==> config.mk <==
export PLATFORM = sky130hd
export DESIGN_NAME = trap_ctrl
export DESIGN_NICKNAME = d
export VERILOG_FILES = /design/src/rtl/trap_ctrl_pkg.sv /design/src/rtl/trap_ctrl_irq_prio_enc.sv /design/src/rtl/trap_ctrl.sv
export SDC_FILE = /design/constraint.sdc
export NUM_CORES = 1
export LEC_CHECK = 0
export CORE_AREA = 2 2 159 161
export CTS_CLUSTER_SIZE = 16
export DETAILED_ROUTE_END_ITERATION = 10
export DIE_AREA = 0 0 161 163
export PLACE_DENSITY = 0.59
export SYNTH_ARGS = -nofsm -noshare
export SYNTH_HDL_FRONTEND = slang
export SYNTH_SLANG_ARGS = --single-unit
==> constraint.sdc <==
create_clock -name clk -period 2.75 [get_ports clk]
set_input_delay 0.55 -clock clk [delete_from_list [all_inputs] [get_ports clk]]
set_output_delay 0.55 -clock clk [all_outputs]
set_load 0.01 [all_outputs]
==> src/rtl/trap_ctrl_pkg.sv <==
`default_nettype none
// ============================================================================
// Module      : trap_ctrl_pkg
// Description : Shared types and constants for the trap sequencing controller:
//               FSM state encoding, event kinds and interrupt cause codes.
// Revision    : 1.0 - initial release
// ============================================================================
package trap_ctrl_pkg;

  // Controller states
  typedef enum logic [1:0] {
    ST_IDLE     = 2'd0,
    ST_ISSUE    = 2'd1,
    ST_REDIRECT = 2'd2
  } trap_state_t;

  // Kind of event latched in IDLE
  typedef enum logic [1:0] {
    EV_EXC  = 2'd0,
    EV_INT  = 2'd1,
    EV_MRET = 2'd2,
    EV_SRET = 2'd3
  } trap_kind_t;

  // Interrupt cause codes (bit positions in mip/mie)
  localparam logic [4:0] IRQ_MEI = 5'd11;
  localparam logic [4:0] IRQ_MSI = 5'd3;
  localparam logic [4:0] IRQ_MTI = 5'd7;
  localparam logic [4:0] IRQ_SEI = 5'd9;
  localparam logic [4:0] IRQ_SSI = 5'd1;
  localparam logic [4:0] IRQ_STI = 5'd5;

endpackage : trap_ctrl_pkg
`default_nettype wire

==> src/rtl/trap_ctrl_irq_prio_enc.sv <==
`default_nettype none
// ============================================================================
// Module      : irq_prio_enc
// Description : Combinational interrupt priority encoder.
//               Priority MEI > MSI > MTI > SEI > SSI > STI; other bits ignored.
// Ports       : i_pend  - pending & enabled interrupt vector (mip & mie)
//               o_hit   - at least one recognised interrupt is pending
//               o_code  - cause code of the winning interrupt (0 when no hit)
// Revision    : 1.0 - initial release
// ============================================================================
module irq_prio_enc
  import trap_ctrl_pkg::*;
(
  input  logic [31:0] i_pend,
  output logic        o_hit,
  output logic [4:0]  o_code
);

  // Bits outside the six recognised sources have no effect on the result
  logic w_unused_pend;
  assign w_unused_pend = ^{i_pend[31:12], i_pend[10], i_pend[8], i_pend[6],
                           i_pend[4], i_pend[2], i_pend[0]};

  always_comb begin
    o_hit  = 1'b1;
    o_code = 5'd0;
    if (i_pend[IRQ_MEI])      o_code = IRQ_MEI;
    else if (i_pend[IRQ_MSI]) o_code = IRQ_MSI;
    else if (i_pend[IRQ_MTI]) o_code = IRQ_MTI;
    else if (i_pend[IRQ_SEI]) o_code = IRQ_SEI;
    else if (i_pend[IRQ_SSI]) o_code = IRQ_SSI;
    else if (i_pend[IRQ_STI]) o_code = IRQ_STI;
    else                      o_hit  = 1'b0;
  end

endmodule : irq_prio_enc
`default_nettype wire

==> src/rtl/trap_ctrl.sv <==
`default_nettype none
// ============================================================================
// Module      : trap_ctrl
// Description : Trap sequencing controller between commit and the CSR file.
//               Arbitrates exception > interrupt > mret > sret, issues one
//               pulse per event, then flushes and performs a valid/ready
//               redirect handshake with fetch. All traps target M-mode.
// Ports       : i_exc_*         exception from the committing instruction
//               i_mret_req/sret commit of mret / sret
//               i_int_pc_valid  interrupt boundary available, i_int_pc its PC
//               i_mip/i_mie/i_mstatus_mie/i_priv_mode  interrupt eligibility
//               i_mtvec/i_mepc/i_sepc  CSR values for the redirect target
//               o_trap_enter + o_trap_cause/pc/val  trap pulse to CSR file
//               o_mret_exec/o_sret_exec  return pulses to CSR file
//               o_flush, o_busy  pipeline control
//               o_redirect_valid/o_redirect_pc, i_redirect_ready  fetch
// Revision    : 1.0 - initial release
// ============================================================================
module trap_ctrl
  import trap_ctrl_pkg::*;
#(
  parameter bit VECTOR_EN = 1'b1
) (
  input  logic        clk,
  input  logic        rst_n,
  input  logic        i_exc_valid,
  input  logic [4:0]  i_exc_code,
  input  logic [31:0] i_exc_pc,
  input  logic [31:0] i_exc_tval,
  input  logic        i_mret_req,
  input  logic        i_sret_req,
  input  logic        i_int_pc_valid,
  input  logic [31:0] i_int_pc,
  input  logic [31:0] i_mip,
  input  logic [31:0] i_mie,
  input  logic        i_mstatus_mie,
  input  logic [1:0]  i_priv_mode,
  input  logic [31:0] i_mtvec,
  input  logic [31:0] i_mepc,
  input  logic [31:0] i_sepc,
  output logic        o_trap_enter,
  output logic [31:0] o_trap_cause,
  output logic [31:0] o_trap_pc,
  output logic [31:0] o_trap_val,
  output logic        o_mret_exec,
  output logic        o_sret_exec,
  output logic        o_flush,
  output logic        o_busy,
  output logic        o_redirect_valid,
  output logic [31:0] o_redirect_pc,
  input  logic        i_redirect_ready
);

  trap_state_t r_state;
  trap_kind_t  r_kind;
  logic        r_trap_enter;
  logic        r_mret_exec;
  logic        r_sret_exec;
  logic [31:0] r_trap_cause;
  logic [31:0] r_trap_pc;
  logic [31:0] r_trap_val;
  logic [31:0] r_redirect_pc;

  logic        w_irq_hit;
  logic [4:0]  w_irq_code;
  logic        w_int_take;
  logic        w_evt;
  trap_kind_t  w_kind;
  logic [31:0] w_cause;
  logic [31:0] w_pc;
  logic [31:0] w_val;
  logic [31:0] w_base;
  logic [31:0] w_target;

  irq_prio_enc u_irq_prio_enc (
    .i_pend (i_mip & i_mie),
    .o_hit  (w_irq_hit),
    .o_code (w_irq_code)
  );

  // Interrupts are globally enabled below M-mode regardless of mstatus.MIE
  assign w_int_take = w_irq_hit && i_int_pc_valid &&
                      ((i_priv_mode != 2'b11) || i_mstatus_mie);

  // Event arbitration: exception > interrupt > mret > sret
  always_comb begin
    w_evt   = 1'b1;
    w_kind  = EV_EXC;
    w_cause = {27'd0, i_exc_code};
    w_pc    = i_exc_pc;
    w_val   = i_exc_tval;
    if (i_exc_valid) begin
      w_kind = EV_EXC;
    end else if (w_int_take) begin
      w_kind  = EV_INT;
      w_cause = {1'b1, 26'd0, w_irq_code};
      w_pc    = i_int_pc;
      w_val   = 32'd0;
    end else if (i_mret_req) begin
      w_kind = EV_MRET;
    end else if (i_sret_req) begin
      w_kind = EV_SRET;
    end else begin
      w_evt = 1'b0;
    end
  end

  // Redirect target, evaluated during ISSUE from the latched event
  assign w_base = {i_mtvec[31:2], 2'b00};

  always_comb begin
    w_target = w_base;
    case (r_kind)
      EV_EXC:  w_target = w_base;
      EV_INT:  w_target = (VECTOR_EN && (i_mtvec[1:0] == 2'b01))
                          ? w_base + {25'd0, r_trap_cause[4:0], 2'b00}
                          : w_base;
      EV_MRET: w_target = i_mepc;
      EV_SRET: w_target = i_sepc;
      default: w_target = w_base;
    endcase
  end

  always_ff @(posedge clk or negedge rst_n) begin
    if (!rst_n) begin
      r_state       <= ST_IDLE;
      r_kind        <= EV_EXC;
      r_trap_enter  <= 1'b0;
      r_mret_exec   <= 1'b0;
      r_sret_exec   <= 1'b0;
      r_trap_cause  <= 32'd0;
      r_trap_pc     <= 32'd0;
      r_trap_val    <= 32'd0;
      r_redirect_pc <= 32'd0;
    end else begin
      r_trap_enter <= 1'b0;
      r_mret_exec  <= 1'b0;
      r_sret_exec  <= 1'b0;
      case (r_state)
        ST_IDLE: begin
          if (w_evt) begin
            r_state      <= ST_ISSUE;
            r_kind       <= w_kind;
            r_trap_cause <= w_cause;
            r_trap_pc    <= w_pc;
            r_trap_val   <= w_val;
            // Pulses are registered so they appear in the ISSUE cycle
            r_trap_enter <= (w_kind == EV_EXC) || (w_kind == EV_INT);
            r_mret_exec  <= (w_kind == EV_MRET);
            r_sret_exec  <= (w_kind == EV_SRET);
          end
        end
        ST_ISSUE: begin
          r_redirect_pc <= w_target;
          r_state       <= ST_REDIRECT;
        end
        ST_REDIRECT: begin
          if (i_redirect_ready) r_state <= ST_IDLE;
        end
        default: r_state <= ST_IDLE;
      endcase
    end
  end

  assign o_trap_enter     = r_trap_enter;
  assign o_trap_cause     = r_trap_cause;
  assign o_trap_pc        = r_trap_pc;
  assign o_trap_val       = r_trap_val;
  assign o_mret_exec      = r_mret_exec;
  assign o_sret_exec      = r_sret_exec;
  assign o_busy           = (r_state != ST_IDLE);
  assign o_flush          = (r_state != ST_IDLE);
  assign o_redirect_valid = (r_state == ST_REDIRECT);
  assign o_redirect_pc    = r_redirect_pc;

endmodule : trap_ctrl
`default_nettype wire

### Word-level counts from Yosys, hierarchy flattened

Index checks and enable logic that the tools add are counted.

* bits in registers: 135
* output and inout port bits: 134
* logic and storage cells: 70

* $add $sub $neg: 1
* equality and inequality tests: 12
* mux-type cells: 37
* bitwise operators: 1
* reduce and logical (&&, ||, !) cells: 10

Operators by type and width (count)
* $mux 32: 7
* $pmux 32 s4: 1
* $add 32x7->32: 1
* $mux 5: 5
* $mux 1: 16
* $and 12x12->12: 1
* $mux 2: 6
* $eq 2x2->1 const B: 5
* $eq 2x1->1 const B: 4
* $logic_not 2->1: 3
* $pmux 2 s3: 1
* $ne 2x2->1 const B: 2
* $reduce_and 2->1: 2
* $mux 3: 1
* $logic_and 1x1->1: 2
* $logic_or 1x1->1: 2
* $ne 2x1->1 const B: 1
* $reduce_bool 2->1: 1

### Longest topological paths before layout

* depth in word-level cells: 15
* gate-level depth with buffers: 8
* depth with buffers taken out: 7

### By module

From an unflattened synthesis, not the netlist that was laid out.

* cells, all modules: 763
* area, all modules: 6700.2 um^2

Modules (own cells, without submodules)
* trap_ctrl: instances 1, cells an instance 753, area an instance 6632.6 um^2, seq. area each 2727.6 um^2
* irq_prio_enc: instances 1, cells an instance 10, area an instance 67.6 um^2, seq. area each 0.0 um^2

### Worst setup path before layout

OpenSTA, ideal clock, no wires.

* path kind: input to register
* start: in i_mtvec[2]
* end: reg r_redirect_pc[14], in the netlist o_redirect_pc[14]
* arrival: 2.400 ns
* required time: 2.629 ns
* slack: 0.229 ns
* stages on the path: 8
* path buffers: 1
* cell sequence: ha_1 -> fa_1 -> a21oi_1 -> a2bb2oi_1 -> clkbuf_1 -> nor2_1 -> a311o_1 -> a22o_1

* longest elaborated chain between the ends: 3

Ends and longest elaborated chain
* start: declaration: line trap_ctrl.sv:38 `input logic [31:0] i_mtvec,`
* $add 32x7->32: line trap_ctrl.sv:116 `? w_base + {25'd0, r_trap_cause[4:0], 2'b00}`
* $mux 32: line trap_ctrl.sv:116
* $pmux 32 s4: line trap_ctrl.sv:113 `case (r_kind)`
* end signal: assignment: line trap_ctrl.sv:154 `r_redirect_pc <= w_target;`
* end: declaration: line trap_ctrl.sv:62 `logic [31:0] r_redirect_pc;`

No other way between the ends.
A chain may end at the register's enable or synchronous reset.

### Final worst setup path

* start: in i_mtvec[6]
* end: reg r_redirect_pc[18], in the netlist o_redirect_pc[18]

The elaborated chain is that of the path after synthesis.

==> reports/metrics.yaml <==
cts.clk_slew.worst_paths_ns: 0.08
place.gp.congestion: 0.866
nFillCells: 2480
io_buffer_count: 326
max_freq_ghz: 0.377
vdd_drop_max_mv: 0.525
run_status: "completed"
synth_edf_count: 0
tritoncts: "built"
first_iter_violations: 408
cts_buffers: 9
slew-limit-headroom_pct: 55.9
synth_top_area_share_pct: 42.1
cp.arrival_ns: 2.90
yosys_warnings: 0
synth-seq-cells: 109
worstSetupEndpoint: "o_redirect_pc[18]"
overflow: 0
synth_top_family_by_area: "compound AO/OA/AOI/OAI gates"
dp.cells: 1398
core_area_um2: 24700
grt_pass1_wl_mm: 38.4
start_util_pct: 26.2
synthFlopType: "dfrtp_1"
tns_ns: 0
critPathKind: "input pin to register"
clkLatencyLatePin_ns: 0.37
drive_above_1_share_pct: 11.9
antenna_found_initial: 0
pwr-share-clk_pct: 14.1
synthArstFlopShare_pct: 100
die_h_um: 163
fin_ws_ns: 0.0976
yosys.area_share.simple_pct: 16.1
period_share_pct: 96.5
r2r_end: "o_redirect_pc[12]"
rr_startpoint: "o_trap_cause[0]"
crit_path_max_fanout: 4
skew_ns: 0.0141
worst-r2r-setup-slack_ns: 0.35
cts_setup_buffers: 0
viasPerCell: 4.73
synth_cell_type_count: 63
grt_usage_pct: 19.1
synth_cells: 717
power_switching_mw: 3.92
muxShareOfSynthArea_pct: 10.9
grt_max_degree: 47
fin_cells: 1414
ios: 405
yosys.area.top_type: "dfrtp_1"
cellInternalPower_mw: 5.87
r2r_cells: 8
die_area_um2: 26200
finalNetCount: 1356
antenna_cells: 0
p_per_area_nw_per_um2: 908
startpoint_type: "input pin"
hold_viol: 0
drc: 0
avgSynthCellArea_um2: 9.03
crit_start: "i_mtvec[6]"
routed_wl_mm: 25.6
synthAdderAreaFrac_pct: 1.28
worst_pin_slew_ns: 0.661
place_ws_ns: -0.520
synth_area_leaders: "dfrtp_1 42%, nand2_1 8.6%, o21ai_0 7.4%"
dr_total_vias: 6687
htreeDepth: 3
wire_per_inst_um: 18.1
die_w_um: 161
grt_pass1_vias: 6696
cts_sinks: 109
cts.path.max_buffers: 2
rows: 58
synth-xor-area-share_pct: 1.22
ys_seq_area_share_pct: 42.1
layout_min_cycle_time_ns: 2.65
syn_to_final_growth_pct: 66.5
drv_slew: 0
hpwl_mm: 20.4
combPwrFrac_pct: 56.0
cp.required_ns: 2.99
synth_area_um2: 6480
postRouteAntennaNets: 0
drt_first_pass_iters: 5
cts_hold_buf: 0
leakage_nw: 4.65
pwr-share-seq_pct: 29.9
hold_class: "input pin to async pin"
rsz0062_at_grt: "false"
total_power_mw: 9.79
cap_violations: 0
worst_setup_path_end_kind: "register"
synth_compound_gate_area_share_pct: 20.5
swShare_pct: 40.0
clockRootBuffer: "clkbuf_16"
finalSetupViolations: 0
-- how the worst min path moves through the flow --
stage | slack, ns | cells past startpoint | end | startpoint
floorplan | 0.25 | 0 | o_mret_exec | rst_n
finish | 0.20 | 1 | o_trap_pc[22] | rst_n
global route | 0.25 | 1 | o_trap_pc[22] | rst_n
global placement | 0.45 | 2 | o_redirect_pc[20] | o_redirect_pc[20]
detailed placement | 0.46 | 2 | o_redirect_pc[20] | o_redirect_pc[20]
CTS | 0.22 | 1 | o_trap_pc[22] | rst_n
-- cells in the mapped netlist (3+ instances only) --
library cell	n
a2111oi_0	7
a211oi_1	5
a21o_1	5
a21oi_1	26
a221o_1	11
a221oi_1	6
a22o_1	3
a22oi_1	4
a31oi_1	5
and2_1	3
and3_1	6
and4_1	5
buf_1	4
buf_2	8
buf_4	29
buf_6	7
clkbuf_1	27
dfrtp_1	109
ha_1	5
inv_1	12
mux2_2	18
mux2i_1	46
nand2_1	148
nand2b_1	4
nand3_1	6
nand4_1	7
nor2_1	28
nor2b_1	6
nor4_1	6
nor4b_1	3
o21ai_0	96
o221ai_1	5
o22ai_1	4
o31ai_1	4
or4_1	4
xnor2_1	6
xor2_1	3
-- per-layer routing --
layer	global-route usage, %	part of all wire (%)	vias to the layer above
met4	5.19	1.4	0
met2	33.8	49	304
met3	5.83	9.4	20
li1	-	-	3261
met1	22.5	40	3102
met5	0	0	-
-- worst max-delay path, stage by stage --
cell	delay, ns
clkdlybuf4s50_1	0.51
ha_1	0.41
buf_4	0.14
nand3_1	0.09
a2bb2oi_2	0.19
buf_4	0.16
buf_4	0.13
nor4b_1	0.43
xnor2_1	0.18
o21ai_0	0.09
-- registers in the layout, indices dropped and copies added (netlist names), 2 cells and up --
register,flops
r_state,2
o_trap_pc,32
o_redirect_pc,32
r_kind,2
o_trap_cause,6
o_trap_val,32
-- cells in the final DEF (no fill, tap or decap), types with 18 or more instances in the layout --
cell	netlist	layout
mux2i_1	46	46
nand2_1	148	148
dfrtp_1	109	108
o21ai_0	96	96
clkdlybuf4s50_1	0	325
conb_1	1	26
a21oi_1	26	25
mux2_2	18	18
nor2_1	28	28
buf_4	29	71
-- power by group through the flow --
stage	clock network, mW	logic (mW)	registers (mW)
4_1_cts	1.44	5.55	2.95
3_5_place_dp	0	5.51	2.96
6_report	1.38	5.48	2.93
5_1_grt	1.49	6.00	3.04
3_3_place_gp	0	5.49	2.94
2_1_floorplan	0	2.40	3.13
-- metrics by stage --
stage	hold WS (ns)	area (um^2)	utilization, %
3_5_place_dp	0.455	10400	42.3
3_3_place_gp	0.450	10400	42.3
6_report	0.202	10800	43.7
4_1_cts	0.216	10800	43.6
5_1_grt	0.246	10800	43.7
2_1_floorplan	0.254	6570	-
-- layout make-up --
class	instances	area (um^2)	share of cell area [%]
clock buffers	9	225	2.09
clock inverters	7	90.1	0.835
inverters	13	48.8	0.452
multi-input cells	544	3370	31.3
flip-flops and latches	109	2730	25.3
well taps	330	413	3.83
repair buffers	402	3910	36.2
-- cell families after synthesis --
group / count (synthesis)
simple gates: 233
compound gates: 204
flops: 109
buf+inv: 89
mux: 66
xor+xnor: 9
fa+ha+maj: 6
other cells: 1
-- what timing repair did --
action	CTS	global route
pin swaps	0	0
setup endpoints to repair	7	4
resized for setup	2	4
Note: power is estimated with default switching activity, not from simulation.
